File: config.mk
export PLATFORM = sky130hd
export DESIGN_NAME = heartbeat_monitor_flat
export DESIGN_NICKNAME = d
export VERILOG_FILES = /design/src/rtl/hb_pkg.sv /design/src/rtl/heartbeat_monitor_if.sv /design/src/rtl/hb_watchdog.sv /design/src/rtl/heartbeat_monitor.sv /design/src/flat_wrapper.sv
export SDC_FILE = /design/constraint.sdc
export NUM_CORES = 1
export LEC_CHECK = 0
export ABC_AREA = 1
export CAP_MARGIN = 20
export CORE_ASPECT_RATIO = 0.6
export CORE_MARGIN = 10
export CORE_UTILIZATION = 38
export DETAILED_ROUTE_END_ITERATION = 10
export PLACE_DENSITY = 0.84
export SETUP_SLACK_MARGIN = 0.5
export SKIP_CTS_REPAIR_TIMING = 1
export SYNTH_ARGS = -nofsm -noshare
export SYNTH_HDL_FRONTEND = slang
export SYNTH_SLANG_ARGS = --single-unit
File: constraint.sdc
create_clock -name clk_i -period 1.55 [get_ports clk_i]
set_clock_uncertainty 0.1 [all_clocks]
set_input_delay 0.465 -clock clk_i [delete_from_list [all_inputs] [get_ports clk_i]]
set_output_delay 0.465 -clock clk_i [all_outputs]
set_load 0.05 [all_outputs]
File: src/rtl/hb_pkg.sv
// Heartbeat monitor shared definitions: heartbeat field map, message types,
// FSM encoding and the heartbeat decode helper.
package hb_pkg;

  localparam int EDS_FRAME_EN_POS = 0;
  localparam int EDS_POWER_EN_POS = 1;
  localparam int AOM_POS          = 2;
  localparam int AOM_W            = 12;
  localparam int LASER_OUT_POS    = 14;
  localparam int LASER_CTRL_POS   = 15;
  localparam int FBC_POS          = 16;
  localparam int FBC_W            = 3;
  localparam int PMT_POS          = 19;
  localparam int PMT_W            = 3;
  localparam int FAST_SHUT_POS    = 22;
  localparam int SCAN_POS         = 23;
  localparam int SCAN_W           = 4;
  localparam int MAIN_CNT_POS     = 27;
  localparam int MAIN_CNT_W       = 4;
  localparam int MAP_CNT_POS      = 31;
  localparam int MAP_CNT_W        = 4;
  localparam int RSVD_LSB         = 35;

  localparam int          MSG_TYPE_POS          = 56;
  localparam logic [7:0]  MSG_TYPE_FAST_SHUTTER = 8'd1;

  typedef enum logic [1:0] {
    ST_IDLE  = 2'd0,
    ST_ALIVE = 2'd1,
    ST_LOST  = 2'd2
  } hb_state_e;

  typedef struct packed {
    logic [SCAN_W-1:0]     scan_state;
    logic                  fast_shutter_state;
    logic [PMT_W-1:0]      pmt_scan_en;
    logic [FBC_W-1:0]      fbc_motor_state;
    logic                  laser_control;
    logic                  laser_out_switch;
    logic [AOM_W-1:0]      laser_aom_voltage;
    logic                  eds_power_en;
    logic                  eds_frame_en;
    logic [MAIN_CNT_W-1:0] main_scan_cnt;
    logic [MAP_CNT_W-1:0]  map_readback_cnt;
  } hb_fields_t;

  function automatic hb_fields_t hb_decode(input logic [63:0] d);
    hb_fields_t f;
    f.scan_state         = d[SCAN_POS +: SCAN_W];
    f.fast_shutter_state = d[FAST_SHUT_POS];
    f.pmt_scan_en        = d[PMT_POS +: PMT_W];
    f.fbc_motor_state    = d[FBC_POS +: FBC_W];
    f.laser_control      = d[LASER_CTRL_POS];
    f.laser_out_switch   = d[LASER_OUT_POS];
    f.laser_aom_voltage  = d[AOM_POS +: AOM_W];
    f.eds_power_en       = d[EDS_POWER_EN_POS];
    f.eds_frame_en       = d[EDS_FRAME_EN_POS];
    f.main_scan_cnt      = d[MAIN_CNT_POS +: MAIN_CNT_W];
    f.map_readback_cnt   = d[MAP_CNT_POS +: MAP_CNT_W];
    return f;
  endfunction

endpackage

File: src/rtl/heartbeat_monitor_if.sv
// Heartbeat / action-message strobe bus into the heartbeat monitor.
interface heartbeat_monitor_if;
  logic        heartbeat_en_i;
  logic [63:0] heartbeat_data_i;
  logic        message_up_i;
  logic [63:0] message_up_data_i;

  modport master (output heartbeat_en_i, heartbeat_data_i, message_up_i, message_up_data_i);
  modport slave  (input  heartbeat_en_i, heartbeat_data_i, message_up_i, message_up_data_i);
endinterface

File: src/rtl/hb_watchdog.sv
// Millisecond prescaler plus saturating timeout counter; clear_i restarts both.
module hb_watchdog #(
  parameter int MILLISECOND_TIME = 100_000,
  parameter int TIMEOUT_MS       = 1500
) (
  input  logic clk_i,
  input  logic rst_i,
  input  logic clear_i,
  output logic timeout_o
);
  localparam int MS_W = $clog2(MILLISECOND_TIME + 1);
  localparam int TO_W = $clog2(TIMEOUT_MS + 1);

  logic [MS_W-1:0] ms_cnt;
  logic [TO_W-1:0] to_cnt;
  logic            ms_wrap;

  assign ms_wrap   = (ms_cnt == MS_W'(MILLISECOND_TIME - 1));
  assign timeout_o = (to_cnt == TO_W'(TIMEOUT_MS));

  always_ff @(posedge clk_i) begin
    if (rst_i || clear_i) begin
      ms_cnt <= '0;
      to_cnt <= '0;
    end else begin
      ms_cnt <= ms_wrap ? '0 : ms_cnt + 1'b1;
      if (ms_wrap && !timeout_o)
        to_cnt <= to_cnt + 1'b1;
    end
  end
endmodule

File: src/rtl/heartbeat_monitor.sv
// Heartbeat link monitor: decodes status heartbeats, watches for link loss and
// handles action messages. Define HB_RESERVED_CHECK_EN to reject heartbeats
// with nonzero reserved bits.
module heartbeat_monitor
  import hb_pkg::*;
#(
  parameter real TCQ              = 0.1,
  parameter int  MILLISECOND_TIME = 100_000,
  parameter int  TIMEOUT_MS       = 1500
) (
  input  logic                clk_i,
  input  logic                rst_i,
  heartbeat_monitor_if.slave  bus,
  output logic                link_alive_o,
  output logic                link_lost_o,
  output logic                status_update_o,
  output logic [3:0]          scan_state_o,
  output logic                fast_shutter_state_o,
  output logic [2:0]          pmt_scan_en_o,
  output logic [2:0]          fbc_motor_state_o,
  output logic                laser_control_o,
  output logic                laser_out_switch_o,
  output logic [11:0]         laser_aom_voltage_o,
  output logic                eds_power_en_o,
  output logic                eds_frame_en_o,
  output logic [3:0]          main_scan_cnt_o,
  output logic [3:0]          map_readback_cnt_o,
  output logic                fast_shutter_req_o,
  output logic                fast_shutter_set_o,
  output logic                msg_unknown_o,
  output logic [15:0]         hb_rx_cnt_o,
  output logic [15:0]         link_lost_cnt_o,
  output logic [7:0]          format_err_cnt_o
);
  hb_state_e  state;
  hb_fields_t fields;
  logic       hb_accept;
  logic       timeout;
  logic       unused_msg;

  assign unused_msg = ^bus.message_up_data_i[MSG_TYPE_POS-1:1];

`ifdef HB_RESERVED_CHECK_EN
  logic hb_reject;
  assign hb_accept = bus.heartbeat_en_i && (bus.heartbeat_data_i[63:RSVD_LSB] == '0);
  assign hb_reject = bus.heartbeat_en_i && (bus.heartbeat_data_i[63:RSVD_LSB] != '0);

  always_ff @(posedge clk_i) begin
    if (rst_i)
      format_err_cnt_o <= '0;
    else if (hb_reject && format_err_cnt_o != 8'hFF)
      format_err_cnt_o <= format_err_cnt_o + 1'b1;
  end
`else
  logic unused_rsvd;
  assign unused_rsvd      = ^bus.heartbeat_data_i[63:RSVD_LSB];
  assign hb_accept        = bus.heartbeat_en_i;
  assign format_err_cnt_o = '0;
`endif

  hb_watchdog #(
    .MILLISECOND_TIME (MILLISECOND_TIME),
    .TIMEOUT_MS       (TIMEOUT_MS)
  ) u_watchdog (
    .clk_i     (clk_i),
    .rst_i     (rst_i),
    .clear_i   (hb_accept),
    .timeout_o (timeout)
  );

  // A heartbeat arriving on the expiry edge takes priority over the timeout.
  always_ff @(posedge clk_i) begin
    if (rst_i) begin
      state              <= ST_IDLE;
      fields             <= '0;
      link_alive_o       <= 1'b0;
      link_lost_o        <= 1'b0;
      status_update_o    <= 1'b0;
      fast_shutter_req_o <= 1'b0;
      fast_shutter_set_o <= 1'b0;
      msg_unknown_o      <= 1'b0;
      hb_rx_cnt_o        <= '0;
      link_lost_cnt_o    <= '0;
    end else begin
      link_lost_o        <= 1'b0;
      status_update_o    <= 1'b0;
      fast_shutter_req_o <= 1'b0;
      msg_unknown_o      <= 1'b0;

      if (hb_accept) begin
        state           <= ST_ALIVE;
        link_alive_o    <= 1'b1;
        fields          <= hb_decode(bus.heartbeat_data_i);
        status_update_o <= 1'b1;
        hb_rx_cnt_o     <= hb_rx_cnt_o + 1'b1;
      end else if (state == ST_ALIVE && timeout) begin
        state        <= ST_LOST;
        link_alive_o <= 1'b0;
        link_lost_o  <= 1'b1;
        if (link_lost_cnt_o != 16'hFFFF)
          link_lost_cnt_o <= link_lost_cnt_o + 1'b1;
      end

      if (bus.message_up_i) begin
        if (bus.message_up_data_i[63:MSG_TYPE_POS] == MSG_TYPE_FAST_SHUTTER) begin
          fast_shutter_req_o <= 1'b1;
          fast_shutter_set_o <= bus.message_up_data_i[0];
        end else begin
          msg_unknown_o <= 1'b1;
        end
      end
    end
  end

  assign scan_state_o         = fields.scan_state;
  assign fast_shutter_state_o = fields.fast_shutter_state;
  assign pmt_scan_en_o        = fields.pmt_scan_en;
  assign fbc_motor_state_o    = fields.fbc_motor_state;
  assign laser_control_o      = fields.laser_control;
  assign laser_out_switch_o   = fields.laser_out_switch;
  assign laser_aom_voltage_o  = fields.laser_aom_voltage;
  assign eds_power_en_o       = fields.eds_power_en;
  assign eds_frame_en_o       = fields.eds_frame_en;
  assign main_scan_cnt_o      = fields.main_scan_cnt;
  assign map_readback_cnt_o   = fields.map_readback_cnt;
endmodule

File: src/flat_wrapper.sv
// flat-port wrapper written by rule: the top's interface ports become plain ports
module heartbeat_monitor_flat import hb_pkg::*;
#(
  parameter real TCQ              = 0.1,
  parameter int  MILLISECOND_TIME = 100_000,
  parameter int  TIMEOUT_MS       = 1500
)
  (clk_i, rst_i, link_alive_o, link_lost_o, status_update_o, scan_state_o, fast_shutter_state_o, pmt_scan_en_o, fbc_motor_state_o, laser_control_o, laser_out_switch_o, laser_aom_voltage_o, eds_power_en_o, eds_frame_en_o, main_scan_cnt_o, map_readback_cnt_o, fast_shutter_req_o, fast_shutter_set_o, msg_unknown_o, hb_rx_cnt_o, link_lost_cnt_o, format_err_cnt_o, bus_heartbeat_en_i, bus_heartbeat_data_i, bus_message_up_i, bus_message_up_data_i);
  heartbeat_monitor_if bus_i ();
  input  logic clk_i;
  input  logic rst_i;
  output logic link_alive_o;
  output logic link_lost_o;
  output logic status_update_o;
  output logic [3:0] scan_state_o;
  output logic fast_shutter_state_o;
  output logic [2:0] pmt_scan_en_o;
  output logic [2:0] fbc_motor_state_o;
  output logic laser_control_o;
  output logic laser_out_switch_o;
  output logic [11:0] laser_aom_voltage_o;
  output logic eds_power_en_o;
  output logic eds_frame_en_o;
  output logic [3:0] main_scan_cnt_o;
  output logic [3:0] map_readback_cnt_o;
  output logic fast_shutter_req_o;
  output logic fast_shutter_set_o;
  output logic msg_unknown_o;
  output logic [15:0] hb_rx_cnt_o;
  output logic [15:0] link_lost_cnt_o;
  output logic [7:0] format_err_cnt_o;
  input wire logic [$bits(bus_i.heartbeat_en_i)-1:0] bus_heartbeat_en_i;
  input wire logic [$bits(bus_i.heartbeat_data_i)-1:0] bus_heartbeat_data_i;
  input wire logic [$bits(bus_i.message_up_i)-1:0] bus_message_up_i;
  input wire logic [$bits(bus_i.message_up_data_i)-1:0] bus_message_up_data_i;
  assign bus_i.heartbeat_en_i = bus_heartbeat_en_i;
  assign bus_i.heartbeat_data_i = bus_heartbeat_data_i;
  assign bus_i.message_up_i = bus_message_up_i;
  assign bus_i.message_up_data_i = bus_message_up_data_i;
  heartbeat_monitor #(.TCQ(TCQ), .MILLISECOND_TIME(MILLISECOND_TIME), .TIMEOUT_MS(TIMEOUT_MS)) u_core (.clk_i(clk_i), .rst_i(rst_i), .bus(bus_i), .link_alive_o(link_alive_o), .link_lost_o(link_lost_o), .status_update_o(status_update_o), .scan_state_o(scan_state_o), .fast_shutter_state_o(fast_shutter_state_o), .pmt_scan_en_o(pmt_scan_en_o), .fbc_motor_state_o(fbc_motor_state_o), .laser_control_o(laser_control_o), .laser_out_switch_o(laser_out_switch_o), .laser_aom_voltage_o(laser_aom_voltage_o), .eds_power_en_o(eds_power_en_o), .eds_frame_en_o(eds_frame_en_o), .main_scan_cnt_o(main_scan_cnt_o), .map_readback_cnt_o(map_readback_cnt_o), .fast_shutter_req_o(fast_shutter_req_o), .fast_shutter_set_o(fast_shutter_set_o), .msg_unknown_o(msg_unknown_o), .hb_rx_cnt_o(hb_rx_cnt_o), .link_lost_cnt_o(link_lost_cnt_o), .format_err_cnt_o(format_err_cnt_o));
endmodule
======== Word-level counts from Yosys, hierarchy flattened ========
Index checks and enable logic that the tools add are counted.
word-level totals
  register bits ........................... 103
  input port bits ......................... 132
operators by class
  $add $sub $neg .......................... 4
  eq/ne operators ......................... 5
  multiplexer cells ....................... 8
  bitwise gates (word level) .............. 2
  reductions and logical operators ........ 10
operator list
  operator                                                                count
  16-bit by 1-bit adder with 16-bit output (second input constant)        2
  17-bit by 1-bit adder with 17-bit output (second input constant)        1
  17-bit equality test (second input constant)                            1
  16-bit inequality test (second input constant)                          1
  11-bit by 1-bit adder with 11-bit output (second input constant)        1
  11-bit equality test (second input constant)                            1
  8-bit by 1-bit equality test with 1-bit output (second input constant)  1
  1-bit 2-to-1 mux                                                        8
  2-bit OR reduction                                                      3
  3-bit AND reduction                                                     1
  2-bit by 1-bit equality test with 1-bit output (second input constant)  1
  1-bit logical AND                                                       2
  1-bit NOT                                                               2
  2-bit AND reduction                                                     1
  2-bit nonzero test                                                      1
  1-bit logical NOT                                                       1
  1-bit logical OR                                                        1

======== Depth between registers and ports, before layout ========
  word-level depth ........................ 4
  gate-level depth with buffers ........... 11
  gate-level depth less buffers ........... 10

======== Hierarchy ========
Synthesis repeated with hierarchy kept, for this count alone.
unflattened totals
  cell total of the unflattened synthesis .. 598
  area total of the unflattened synthesis .. 4670.7 µm²
modules (own cells, without submodules)
  module             instances  cells an instance  area each (µm²)
  heartbeat_monitor  1          365                3057.9
  hb_watchdog        1          233                1612.8

======== Worst setup path after synthesis ========
Ideal clock, no wire load.
  path kind ............................... register -> register
  start point ............................. reg u_core.link_lost_cnt_o[0]
  end point ............................... reg u_core.link_lost_cnt_o[12]
  data arrival time ....................... 1.749 ns
  setup slack ............................. -0.427 ns
  stages on the path, launching flop included .. 12
  buffers on the path ..................... 1
  cell sequence ........................... dfxtp_1 ha_1 nand2_2 nor2_4 nand2_2 nor2_2 nor2_2 nand2_4 buf_6 nand2_1 nand2_1 nor2_1
on the way
  longest elaborated chain between the ends .. 2
ends and longest elaborated chain
  what                                                                              RTL line                  RTL
  start, declared                                                                   heartbeat_monitor.sv:32   output logic [15:0] link_lost_cnt_o,
  start signal, assigned                                                            heartbeat_monitor.sv:101  link_lost_cnt_o <= link_lost_cnt_o + 1'b1;
  branches (longest 2 deep; another with 16-bit by 1-bit adder with 16-bit output)  --
Several ways; the timed one is not identified.
A chain may end at the register's enable or synchronous reset.

======== Final worst setup path ========
  start point ............................. reg u_core.link_lost_cnt_o[1]
  end point ............................... reg u_core.link_lost_cnt_o[3]
Same word-level chain as after synthesis.

==> summary.txt <==
Global route
  • Antenna violations before repair: 0
  • Vias in the first global route: 4459
  • Grt ovf: 0
  • Aggregate global-route resource usage: between 15 and 20%
  • First-pass GRT wire length: roughly 22 mm
  • Largest net degree at the start of global routing: 38

Placed design
  • Routability cong.: 0.898
  • Area of placed instances: between 7000 and 8000 um2
  • Port Buffers: 120
  • DP Wirelength: 10.6 mm

Worst setup path
  • Critical path class: reg2reg
  • Cell-by-cell trace of the critical path: ha_4, nand2_4, nor2_4, nand2_4, nor2_4, nor2_4, nand2_8, nand2_1, nand2_1, nor2_1
  • Crit path required time: between 1.5 and 2 ns
  • CP max FO: 11
  • Worst path top cell family by delay: simple AND/OR/NAND/NOR gates
  • Worst setup EP type: flip-flop
  • R2r startpoint: u_core.link_lost_cnt_o[1]
  • Worst Reg-to-Reg Cells: 10
  • Slowest stage delay, CP: between 0.3 and 0.4 ns
  • Crit-path most repeated cell: nor2_4
  • Startpoint types: flip-flop
  • RR Endpoint: u_core.link_lost_cnt_o[3]
  • FF-to-FF setup slack: -0.14 ns
  • Worst Path Arrival: roughly 1.9 ns
  • Worst path slowest cell: dfxtp_4
  • Critical path buffer and inverter count: 0

Cells and area
  • Inserted Diodes: 0
  • Final net count: about 940
  • Final core occ: 69.1%
  • Fill cells: 754
  • Final instance area: between 8000 and 9000 um2
  • Layout cells sized above 1: 45.8%
  • Area growth from synthesis to layout: 78.7%

STA
  • Final setup viols: 22
  • Fin crit share: 109%
  • Worst setup margin: -0.139 ns
  • Setup tns final: -1.01 ns
  • Max Fclk: 592 MHz
  • Unrepaired setup endpoints after global routing: yes
  • Final Hold Viols: 0
  • Final Critical Period: between 1.5 and 2 ns
  • Final Max Tran Viols: 0

Clock network
  • Worst-path clk slew: around 0.070 ns
  • Total CTS buffers: 9
  • Clock Sinks: roughly 100
  • CTS tree: built
  • Clock Tree Buf Depth: 2
  • Clock Latency Late Sink: between 0.3 and 0.4 ns
  • CTS H-tree depth: 3
  • CTS Root Cell: clkbuf_16

Synthesis
  • Mapped Area: between 4000 and 5000 um2
  • Top post-synthesis cells by area: dfxtp_1 (44%), nand2_1 (10%), nor2_1 (9.1%)
  • #FFs+latches synth: 102
  • Yosys warns: 0
  • Sequential fraction of the synthesis area: approximately 44%
  • Syn_area_per_cell: 7.55 um2
  • Number of distinct library cells after synthesis: 38
  • Synthesized netlist cell count: between 600 and 700
  • Synth top area share: between 40% and 50%
  • Area leader, netlist: dfxtp_1

Floorplan
  • # rows: 31
  • Die Width: 163 um
  • Die area: roughly 17000 um2
  • Total core area: ~12000 um2
  • Initial core utilization: roughly two fifths
  • IO Count: between 200 and 250
  • Chip Height: between 100 and 150 um

Drt
  • Iteration-0 DRC Markers: between 300 and 400
  • Remaining DRCs: 0
  • Antenna Nets Post-Route: 0
  • Avg Vias per Cell: 5.31
  • DRT Pass-1 Iters: 6
  • Routed wire length: around 17 mm
  • WL/cell: 17.8 um
  • DR vias: approximately 5200

Flow run
  • Maxcap violations: 0

Power
  • Static leakage: between 3 and 4 nW
  • Power Dens Cells: a little over 700 nW/um2
  • Peak supply drop: 0.531 mV

Min path
  • Worst hold start: u_core.u_watchdog.ms_cnt[14]
  • Hold-critical path depth: 2
  • Hold Path Sink: u_core.u_watchdog.ms_cnt[14]
  • Hold WC Path Type: reg2reg

Outcome
  • Status: complete, but fails checks
  • Violated checks: setup timing
[metal layers]
layer	share of wire (%)	vias up	global-route usage [%]
li1	-	2346	-
met1	40	2451	19.4
met2	48	310	24.9
met3	9.1	52	5.13
met4	3.1	0	4.04
met5	0	-	0
[synthesized netlist by cell type]
cell,n
nor3_2,1
inv_1,62
a22o_1,36
clkinv_2,1
nor3b_1,1
nand3_2,1
inv_2,2
nand2_1,126
xor2_1,19
or2_4,1
o21ai_0,9
nand4_1,13
nor2_4,5
nor2_1,113
dfxtp_1,102
o21ai_1,1
a211oi_1,1
clkbuf_1,2
xnor2_1,2
nand3b_1,2
buf_6,2
nand2_2,5
o21a_1,1
nor3_1,13
nand3_1,37
nand4_2,1
buf_2,9
a21oi_1,15
ha_1,5
buf_4,10
or2_0,1
a31o_2,1
nand2_4,1
or2_2,1
conb_1,1
o21ai_2,1
buf_8,1
nor2_2,9
[metrics by stage]
step	power (W)	hold slack [ns]	std cells	setup WS, ns
floorplan	0.00320	0.328	621	-0.0280
global placement	0.00365	0.358	923	-0.392
detailed placement	0.00366	0.361	923	-0.421
CTS	0.00591	0.376	939	-0.0698
global route	0.00610	0.422	971	-0.170
finish	0.00593	0.388	971	-0.139
[worst reg2reg max path: stages, from the launching register on]
cell	delay (ns)
dfxtp_4	0.36
ha_4	0.18
nand2_4	0.07
nor2_4	0.05
nand2_4	0.11
nor2_4	0.05
nor2_4	0.24
nand2_8	0.13
nand2_1	0.08
nand2_1	0.05
nor2_1	0.16
[report_power, final]
group | internal (W) | switching, W
sequential | 0.00265 | 0.0000830
clock | 0.00126 | 0.00103
combinational | 0.000450 | 0.000463
[worst max path at each step]
stage	from	end	slack, ns	depth (start not counted)
final	u_core.link_lost_cnt_o[1]	u_core.link_lost_cnt_o[3]	-0.14	10
after CTS	u_core.u_watchdog.to_cnt[1]	u_core.link_lost_cnt_o[4]	-0.07	9
after floorplan	u_core.link_lost_cnt_o[8]	u_core.link_lost_cnt_o[12]	-0.03	10
after global routing	u_core.link_lost_cnt_o[1]	u_core.link_lost_cnt_o[3]	-0.17	10
after global placement	bus_heartbeat_en_i	u_core.hb_rx_cnt_o[15]	-0.39	9
after detailed placement	bus_heartbeat_en_i	u_core.hb_rx_cnt_o[14]	-0.42	9
[area by class of cell]
cell class              count  area, um2  area share, %
clock buffers              11        233           2.81
clock inverters             5       57.6          0.695
inverters                  65        259           3.13
multi-input cells         431       2660           32.1
flip-flops and latches    102       2230           27.0
well taps                 165        206           2.49
repair buffers            192       2630           31.8
[flip-flops by register name, summed over array words and instances (netlist names), 3 cells and up]
register                    flops
u_core.fbc_motor_state_o        3
u_core.hb_rx_cnt_o             16
u_core.laser_aom_voltage_o     12
u_core.link_lost_cnt_o         16
u_core.main_scan_cnt_o          4
u_core.map_readback_cnt_o       4
u_core.pmt_scan_en_o            3
u_core.scan_state_o             4
u_core.u_watchdog.ms_cnt       17
u_core.u_watchdog.to_cnt       11
[placed cells by master (no fill, tap or decap), types with 12 or more instances in the layout]
master	count
nor2_2	19
nand2_1	109
nor2_4	18
nand3_1	21
inv_1	48
buf_12	77
a22o_1	36
buf_4	46
a21oi_1	12
clkdlybuf4s50_1	37
nand2_2	16
nand3_2	15
xor2_1	19
dfxtp_2	57
dfxtp_1	13
inv_2	13
nor2_1	90
dfxtp_4	32
buf_6	19
nand4_1	13
[cells by family (layout without fill, tap and decap cells)]
logic type / after synthesis / count (layout) / synth area share, %
compound gates: 65 / 65 / 10.2
xor+xnor: 21 / 21 / 3.97
fa+ha+maj: 5 / 5 / 1.35
buf+inv: 89 / 273 / 8.85
flops: 102 / 102 / 44.0
other cells: 1 / 8 / 0.0809
simple gates: 331 / 332 / 31.5
No activity file was read; power rests on OpenSTA's default activity.
